`config.mk`:
```
export PLATFORM = sky130hd
export DESIGN_NAME = alt_vipitc121_is2vid_genlock_apply
export DESIGN_NICKNAME = d
export VERILOG_FILES = /design/src/rtl/alt_vipitc121_is2vid_genlock_apply_pkg.sv /design/src/rtl/alt_vipitc121_is2vid_genlock_stall_counter.sv /design/src/rtl/alt_vipitc121_is2vid_genlock_apply.sv
export SDC_FILE = /design/constraint.sdc
export NUM_CORES = 1
export LEC_CHECK = 0
export BUFFER_PORTS_ARGS = -buffer_cell sky130_fd_sc_hd__buf_2
export CORE_UTILIZATION = 52
export CTS_BUF_LIST = sky130_fd_sc_hd__clkbuf_4 sky130_fd_sc_hd__clkbuf_8
export CTS_CLUSTER_DIAMETER = 150
export DETAILED_ROUTE_END_ITERATION = 10
export GPL_TIMING_DRIVEN = 0
export PLACE_DENSITY = 0.74
export SLEW_MARGIN = 20
export SYNTH_ARGS = -nofsm -noshare
export SYNTH_HDL_FRONTEND = slang
export SYNTH_SLANG_ARGS = --single-unit
```
`constraint.sdc`:
```
create_clock -name clk -period 7.1 [get_ports clk]
set_clock_uncertainty 0.05 [all_clocks]
set_input_delay 1.065 -clock clk [delete_from_list [all_inputs] [get_ports clk]]
set_output_delay 1.065 -clock clk [all_outputs]
set_load 0.05 [all_outputs]
```
`src/rtl/alt_vipitc121_is2vid_genlock_apply_pkg.sv`:
```
// Shared encodings and widths for the IS2Vid genlock apply block.
// The clamp helpers bound a requested offset to the current frame totals.
package alt_vipitc121_is2vid_genlock_apply_pkg;

  localparam int H_W = 14;
  localparam int V_W = 13;

  typedef enum logic {
    GA_RUN   = 1'b0,
    GA_STALL = 1'b1
  } ga_state_e;

  function automatic logic [H_W-1:0] clamp_h(input logic [H_W-1:0] req,
                                             input logic [H_W-1:0] total);
    return (req > total) ? total : req;
  endfunction

  function automatic logic [V_W-1:0] clamp_v(input logic [V_W-1:0] req,
                                             input logic [V_W-1:0] total);
    return (req > total) ? total : req;
  endfunction

endpackage

```
`src/rtl/alt_vipitc121_is2vid_genlock_stall_counter.sv`:
```
// Two-dimensional (line, sample) down-counter that times a repeat stall.
// Linear value is stall_v*(h_total+1)+stall_h; clear beats load beats dec.
module alt_vipitc121_is2vid_genlock_stall_counter
  import alt_vipitc121_is2vid_genlock_apply_pkg::*;
(
  input  logic           clk,
  input  logic           rst,
  input  logic           clear,
  input  logic           load,
  input  logic           dec,
  input  logic [H_W-1:0] h_total,
  input  logic [H_W-1:0] load_h,
  input  logic [V_W-1:0] load_v,
  output logic [H_W-1:0] stall_h,
  output logic [V_W-1:0] stall_v,
  output logic           zero,
  output logic           last
);

  assign zero = (stall_h == '0) && (stall_v == '0);
  assign last = (stall_h == H_W'(1)) && (stall_v == '0);

  always_ff @(posedge clk) begin
    if (!rst) begin
      stall_h <= '0;
      stall_v <= '0;
    end else if (clear) begin
      stall_h <= '0;
      stall_v <= '0;
    end else if (load) begin
      stall_h <= load_h;
      stall_v <= load_v;
    end else if (dec && !zero) begin
      if (stall_h != '0) begin
        stall_h <= stall_h - H_W'(1);
      end else begin
        // Borrow a whole line: the sample field restarts at the current line length.
        stall_h <= h_total;
        stall_v <= stall_v - V_W'(1);
      end
    end
  end

endmodule

```
`src/rtl/alt_vipitc121_is2vid_genlock_apply.sv`:
```
// CVO output timing counter that applies comparator corrections, one per frame:
// remove jumps the position forward, repeat stalls at the frame end.
module alt_vipitc121_is2vid_genlock_apply
  import alt_vipitc121_is2vid_genlock_apply_pkg::*;
#(
  parameter int GUARD_FRAMES = 2,
  parameter int LOCK_FRAMES  = 4
) (
  input  logic           clk,
  input  logic           rst,
  input  logic           count_enable,
  input  logic           restart,
  input  logic [1:0]     genlock_enable,
  input  logic [H_W-1:0] h_total_minus_one,
  input  logic [V_W-1:0] v_total_minus_one,
  input  logic           sync_lines,
  input  logic           sync_samples,
  input  logic           remove_repeatn,
  input  logic [12:0]    sync_compare_h_reset,
  input  logic [V_W-1:0] sync_compare_v_reset,
  input  logic           genlocked,
  output logic [H_W-1:0] h_count,
  output logic [V_W-1:0] v_count,
  output logic           sof,
  output logic           sof_locked,
  output logic           correcting,
  output logic           correction_applied
);

  localparam int GW = $clog2(GUARD_FRAMES + 1);
  localparam int LW = $clog2(LOCK_FRAMES + 1);

  ga_state_e      state;
  logic [GW-1:0]  guard_cnt;
  logic [LW-1:0]  lock_cnt;
  logic [LW-1:0]  lock_nxt;
  logic [H_W-1:0] h_off;
  logic [V_W-1:0] v_off;
  logic [H_W-1:0] h_adv;
  logic [V_W-1:0] v_adv;
  logic           ge_on;
  logic           frame_end;
  logic           commit;
  logic           stall_load;
  logic           stall_dec;
  logic           stall_exit;
  logic [H_W-1:0] stall_h;
  logic [V_W-1:0] stall_v;
  logic           stall_zero;
  logic           stall_last;

  always_comb begin
    h_off     = clamp_h({1'b0, sync_compare_h_reset}, h_total_minus_one);
    v_off     = clamp_v(sync_compare_v_reset, v_total_minus_one);
    ge_on     = (genlock_enable == 2'b11);
    frame_end = (state == GA_RUN) && count_enable &&
                (h_count == h_total_minus_one) && (v_count == v_total_minus_one);
    commit    = frame_end && (guard_cnt == '0) && ge_on &&
                (sync_lines || sync_samples) &&
                ({sync_compare_v_reset, sync_compare_h_reset} != '0);
    stall_load = commit && !remove_repeatn && !restart;
    stall_dec  = (state == GA_STALL) && count_enable;
    stall_exit = stall_dec && (stall_last || stall_zero);

    // Out-of-range positions (totals shrunk mid-frame) wrap on the next enable.
    if (h_count >= h_total_minus_one) begin
      h_adv = '0;
      v_adv = (v_count >= v_total_minus_one) ? '0 : v_count + V_W'(1);
    end else begin
      h_adv = h_count + H_W'(1);
      v_adv = v_count;
    end

    lock_nxt = lock_cnt;
    if (restart || !ge_on || commit) begin
      lock_nxt = '0;
    end else if (frame_end) begin
      if (!genlocked) begin
        lock_nxt = '0;
      end else if ((guard_cnt == '0) && (lock_cnt != LW'(LOCK_FRAMES))) begin
        lock_nxt = lock_cnt + LW'(1);
      end
    end
  end

  alt_vipitc121_is2vid_genlock_stall_counter u_stall (
    .clk     (clk),
    .rst     (rst),
    .clear   (restart),
    .load    (stall_load),
    .dec     (stall_dec),
    .h_total (h_total_minus_one),
    .load_h  (h_off),
    .load_v  (v_off),
    .stall_h (stall_h),
    .stall_v (stall_v),
    .zero    (stall_zero),
    .last    (stall_last)
  );

  always_ff @(posedge clk) begin
    if (!rst) begin
      state              <= GA_RUN;
      h_count            <= '0;
      v_count            <= '0;
      guard_cnt          <= '0;
      lock_cnt           <= '0;
      sof                <= 1'b1;
      sof_locked         <= 1'b0;
      correcting         <= 1'b0;
      correction_applied <= 1'b0;
    end else begin
      correction_applied <= 1'b0;
      lock_cnt           <= lock_nxt;
      sof_locked         <= (lock_nxt == LW'(LOCK_FRAMES));
      if (restart) begin
        state      <= GA_RUN;
        h_count    <= '0;
        v_count    <= '0;
        guard_cnt  <= '0;
        sof        <= 1'b1;
        correcting <= 1'b0;
      end else begin
        case (state)
          GA_RUN: begin
            if (commit) begin
              correction_applied <= 1'b1;
              if (remove_repeatn) begin
                h_count   <= h_off;
                v_count   <= v_off;
                guard_cnt <= GW'(GUARD_FRAMES);
                sof       <= (h_off == '0) && (v_off == '0);
              end else begin
                // Position stays parked on the last sample while the stall runs.
                state      <= GA_STALL;
                correcting <= 1'b1;
                sof        <= 1'b0;
              end
            end else if (count_enable) begin
              h_count <= h_adv;
              v_count <= v_adv;
              sof     <= (h_adv == '0) && (v_adv == '0);
              if (frame_end && (guard_cnt != '0)) begin
                guard_cnt <= guard_cnt - GW'(1);
              end
            end
          end
          GA_STALL: begin
            if (stall_exit) begin
              state      <= GA_RUN;
              h_count    <= '0;
              v_count    <= '0;
              guard_cnt  <= GW'(GUARD_FRAMES);
              sof        <= 1'b1;
              correcting <= 1'b0;
            end
          end
          default: begin
            state <= GA_RUN;
          end
        endcase
      end
    end
  end

endmodule

```
# --- Yosys cells after proc, flatten, opt, wreduce, memory -nomap -nowiden ---
# Index checks and enable logic that the tools add are counted.
word_totals:
  inputBits: 63
  output_inout_bits: 31
  regBits: 64
  wordCells: 125
classes:
  n_eq_ne: 13
  muxes: 45
  n_reduce_logical: 44
  bitwise_logic: 2
  order_cmp: 4
  addsub: 6
ops:
  columns: ["cell", "count"]
  rows:
  - ["13-bit two-way mux", 10]
  - ["14-bit two-way mux", 9]
  - ["14-bit zero test", 3]
  - ["13-bit zero test", 3]
  - ["14-bit case mux with 2 select lines", 1]
  - ["13-bit case mux with 2 select lines", 1]
  - ["26-bit nonzero test", 1]
  - ["1-bit logical AND", 18]
  - ["14-bit by 1-bit adder with 14-bit output, second input constant", 1]
  - ["14-bit by 1-bit == test with 1-bit output, second input constant", 1]
  - ["14-bit == test", 1]
  - ["14-bit greater-or-equal comparator", 1]
  - ["13-bit by 14-bit > comparator with 1-bit output", 1]
  - ["14-bit nonzero test", 1]
  - ["14-bit by 1-bit subtractor with 14-bit output, second input constant", 1]
  - ["13-bit by 1-bit adder with 13-bit output, second input constant", 1]
  - ["13-bit == test", 1]
  - ["13-bit greater-or-equal comparator", 1]
  - ["13-bit > comparator", 1]
  - ["13-bit by 1-bit subtractor with 13-bit output, second input constant", 1]
  - ["3-bit two-way mux", 4]
  - ["1-bit two-way mux", 11]
  - ["2-bit two-way mux", 5]
  - ["3-bit != test, second input constant", 3]
  - ["19 further kinds", 33]

# --- Depth between registers and ports, before layout ---
logic_depth:
  word_depth: 12
  ltp_mapped: 12
  mapped_depth_nobuf: 10

# --- Hierarchy ---
# A second synthesis with hierarchy kept.
hier_totals:
  cells_unflattened: 811
  area_unflattened_um2: 6236.0
by_module_without_submodules:
  columns: ["mod", "n_inst", "area_each_um2", "seq_area_each_um2", "cells_per_inst"]
  rows:
  - ["alt_vipitc121_is2vid_genlock_apply", 1, 4296.6, 740.7, 569]
  - ["alt_vipitc121_is2vid_genlock_stall_counter", 1, 1939.4, 540.5, 242]

# --- Worst setup path after synthesis ---
# Ideal clock, no wire load.
synth_timing:
  path_type: "in2reg"
  startpoint: "input h_total_minus_one[5]"
  endpoint: "register sof"
  required_ns: 6.981
  path_buffers: 0
  stages: 10
  arrival_ns: 3.164
  setup_time_ns: 0.069
  slack_ns: 3.817
  cell_sequence: "inv_1 -> ha_1 -> a211oi_1 -> nand2_1 -> o311ai_0 -> nand2_1 -> a2111oi_0 -> a31oi_1 -> a2111o_1 -> o21ai_1"
synth_between:
  elab_chain_len: 9
  word_cells_on_any_way: 23
  cone_classes: "order compare (2); eq/ne (2); mux (7); reduce/logical (12)"
synth_lines:
  columns: ["element", "line_no", "text"]
  rows:
  - ["start: declaration", "alt_vipitc121_is2vid_genlock_apply.sv:14", "input logic [H_W-1:0] h_total_minus_one,"]
  - ["branches (longest 9 deep; another with 14-bit greater-or-equal comparator)", null, null]
  - ["end signal: assignment", "alt_vipitc121_is2vid_genlock_apply.sv:132", "sof <= (h_off == '0) && (v_off == '0);"]
  - ["end signal: assignment", "alt_vipitc121_is2vid_genlock_apply.sv:142", "sof <= (h_adv == '0) && (v_adv == '0);"]
  - ["end: declaration", "alt_vipitc121_is2vid_genlock_apply.sv:24", "output logic sof,"]
# Several ways; the timed one is not identified. The select of a mux whose other input is x is not followed.
# A chain may end at the register's enable or synchronous reset.

# --- Worst setup path after layout ---
layout_timing:
  startpoint: "input h_total_minus_one[3]"
  endpoint: "register v_count[0]"
layout_between:
  elab_chain_len: 9
  word_cells_on_any_way: 15
  cone_classes: "order compare (1); eq/ne (3); mux (4); reduce/logical (7)"
layout_lines:
  columns: ["element", "line_no", "text"]
  rows:
  - ["branches (longest 9 deep; another with 14-bit greater-or-equal comparator)", null, null]
  - ["end signal: assignment", "alt_vipitc121_is2vid_genlock_apply.sv:130", "v_count <= v_off;"]
  - ["end signal: assignment", "alt_vipitc121_is2vid_genlock_apply.sv:141", "v_count <= v_adv;"]
  - ["end: declaration", "alt_vipitc121_is2vid_genlock_apply.sv:23", "output logic [V_W-1:0] v_count,"]
# Several ways; the timed one is not identified. The select of a mux whose other input is x is not followed.

==> impl_metrics.py <==
metrics = {
    "setup_path": {
        "cpLargestDelayFamily": "simple AND/OR/NAND/NOR gates",
        "cp.required_ns": 7.35,
        "worstSetupPathType": "input pin to flip-flop",
        "cp_slowest_stage_delay_ns": 0.72,
        "slowest_stage": "nor3_2",
        "cp_max_fo": 10,
        "cp.buffers_inverters": 3,
        "cp-end-kind": "flip-flop",
        "crit_arrival_ns": 4.19,
        "worstPathCellList": "buf_2, inv_1, ha_1, nand4_1, nor3_1, nand4_1, nor3_2, a21oi_2, nor2_2, buf_2, a21oi_1, o22ai_1",
        "startpoint_type": "input pin",
    },
    "grt": {
        "grt_overflow": 0,
        "track_usage_pct": 35.3,
        "grt_max_degree": 11,
        "grt_pass1_wl_um": 31100,
        "grt_pass1_vias": 5968,
        "antenna_found_initial": 0,
    },
    "power": {
        "power_frac_clock_pct": 43.1,
        "pwr-share-seq_pct": 40.2,
        "swShare_pct": 27.6,
        "total_power_uw": 896,
        "irDropWorstVdd_v": 0.0000862,
        "p_leak_uw": 0.00289,
        "p_switching_uw": 247,
        "power_density_nw_per_um2": 134,
        "p_int_uw": 649,
        "combPwrFrac_pct": 16.7,
    },
    "clocking": {
        "cts_buffers": 9,
        "hold_buffers": 0,
        "cts.sinks": 64,
        "clk_pin_slew_ns": 0.08,
        "clockBufferDepth": 2,
        "htreeDepth": 3,
        "tritoncts": "yes",
        "insertion_delay_ns": 0.37,
        "cts_post_setup_buffers_inserted": 0,
        "cts_root_buf": "clkbuf_8",
        "cts_resized": 0,
    },
    "placed_design": {
        "place_congestion": 0.991,
        "io_buffers": 93,
        "hpwl_um": 16000,
    },
    "hold_path": {
        "holdCritPathClass": "flip-flop to flip-flop",
    },
    "finish": {
        "fillers": 1021,
        "diodes": 0,
        "drive_above_1_share_pct": 17.5,
        "fin_nets": 987,
        "areaGrowthSynthToFinish_pct": 15.1,
    },
    "synthesis": {
        "synth_cell_type_count": 74,
        "synth_common_cells": "nor2_1 (71), dfxtp_1 (64), ha_1 (61), nand2_1 (61), a21oi_1 (57)",
        "ys.flop_type": "dfxtp_1",
        "async_flop_share_pct": 0,
        "ys_seq_area_share_pct": 22.0,
        "syn_area_um2": 5810,
        "synth_area_per_cell_um2": 7.66,
        "synth_edf_count": 0,
        "synth_top_area_share_pct": 22.0,
        "synth.largest_area_cell": "dfxtp_1",
        "syn_nets": 883,
        "yosys_warnings": 0,
        "syn_inst": 759,
        "synth_most_common_cell": "nor2_1",
        "synth-seq-cells": 64,
        "yosys-top-cells-area": "dfxtp_1 (22%), ha_1 (13%), a21oi_1 (4.9%), nor2_1 (4.6%), nand2_1 (3.9%)",
    },
    "floorplan": {
        "start_util_pct": 53.4,
        "dieArea_um2": 11600,
        "core.rowCount": 38,
        "die_y_um": 108,
        "fp.dieW_um": 108,
        "fp.coreArea_um2": 10900,
        "num_io_pins": 94,
    },
    "detailed_routing": {
        "drtIter0Drc": 530,
        "ant_nets": 0,
        "firstDrtPassIters": 7,
        "via_per_inst": 6.52,
        "drc": 0,
        "wire_per_inst_um": 20.1,
        "wl_um": 20200,
        "vias": 6575,
    },
    "sta": {
        "worstMarginPinSlew_ns": 1.03,
        "slew_headroom_pct": 31.6,
        "rsz0062_at_grt": "false",
        "drv_slew": 0,
        "tns_ns": 0,
        "layout_worst_path_cycle_share_pct": 55.5,
        "hold_viol": 0,
        "setup_viol": 0,
        "fmax_ghz": 0.254,
        "fin_crit_ns": 3.94,
    },
    "run_status": {
        "status": "finished, final reports clean",
    },
    "flow_run": {
        "drv_cap": 0,
    },
}
-- through the flow --
step / setup WS (ns) / utilization (%) / hold WS [ns] / cell area, um^2 / instances
finish: 3.16 / 61.5 / 0.440 / 6700 / 1008
global route: 3.02 / 61.5 / 0.465 / 6700 / 1008
floorplan: 3.82 / - / 0.393 / 5810 / 759
CTS: 3.24 / 61.5 / 0.435 / 6700 / 1008
global placement: 2.90 / 59.3 / 0.401 / 6450 / 992
detailed placement: 2.87 / 59.3 / 0.423 / 6450 / 992
-- path summary, 6_finish.rpt --
kind / slack, ns / to / startpoint / depth (start not counted)
max: 3.16 / v_count[0]$_SDFFE_PP0P_ / h_total_minus_one[3] / 12
min: 0.44 / u_stall.stall_h[7]$_SDFFE_PP0P_ / u_stall.stall_h[7]$_SDFFE_PP0P_ / 2
max reg2reg: 3.59 / v_count[0]$_SDFFE_PP0P_ / v_count[0]$_SDFFE_PP0P_ / 11
min reg2reg: 0.44 / u_stall.stall_h[7]$_SDFFE_PP0P_ / u_stall.stall_h[7]$_SDFFE_PP0P_ / 2
-- flip-flops by register name, summed over array words and instances, names as in the netlist --
signal / flops
h_count: 14
u_stall.stall_h: 14
u_stall.stall_v: 13
v_count: 13
lock_cnt: 3
guard_cnt: 2
correcting: 1
correction_applied: 1
sof: 1
sof_locked: 1
state: 1
-- final cells by class --
type	instances	area (um^2)	area share, %
Buffer	30	136	2.04
Multi-Input combinational cell	614	4210	62.8
Sequential cell	64	1280	19.1
Clock inverter	2	60.1	0.897
Tap cell	140	175	2.62
Inverter	51	191	2.86
Timing Repair Buffer	93	465	6.95
Clock buffer	14	180	2.69
-- layer usage --
metal | part of all wire, % | wire length [um] | global-route usage (%) | vias up
li1 | - | - | - | 3055
met1 | 42 | 8510 | 45.8 | 3087
met2 | 45 | 9130 | 55.9 | 373
met3 | 8.5 | 1720 | 6.54 | 60
met4 | 4.3 | 861 | 17.3 | 0
met5 | 0 | 0 | 0 | -
-- layout by cell type (no fill, tap or decap), types with 6 or more instances in the layout --
cell type and count:
o22ai_1 11, clkbuf_1 18, nor2_1 71, inv_1 51
nand2_1 61, xor2_1 13, nor4_1 25, a31oi_1 10
o21a_1 6, xnor2_1 12, nand2b_1 7, a211oi_1 15
nand3_1 31, o21ai_1 8, or3_1 7, o31ai_1 7
a22o_1 14, a21oi_1 57, ha_1 61, mux2_2 12
nor3_1 21, buf_2 99, nand4_1 20, a22oi_1 9
o21ai_0 33, clkbuf_8 12, mux2i_1 18, dfxtp_1 64
-- tightest hold or removal path: cells and delay by family (launching register included) --
kind / cells / cell delay [ns]
compound gates: 2 / 0.13
flops: 1 / 0.31
-- power by group through the flow --
stage | clock (uW) | combinational [uW] | sequential, uW
6_report | 387 | 149 | 360
5_1_grt | 410 | 161 | 360
4_1_cts | 390 | 147 | 360
3_5_place_dp | 0 | 146 | 369
3_3_place_gp | 0 | 142 | 369
2_1_floorplan | 0 | 79.0 | 371
-- kinds of logic after synthesis --
logic type	share of synthesized area [%]
AOI/OAI and AO/OA	24.9
muxes	5.42
adders and majority gates	13.1
and+or+nand+nor	25.1
DFF	22.0
buffers and inverters	5.64
xor gates and xnor gates	3.77
Power figures use the tool's default switching activity.
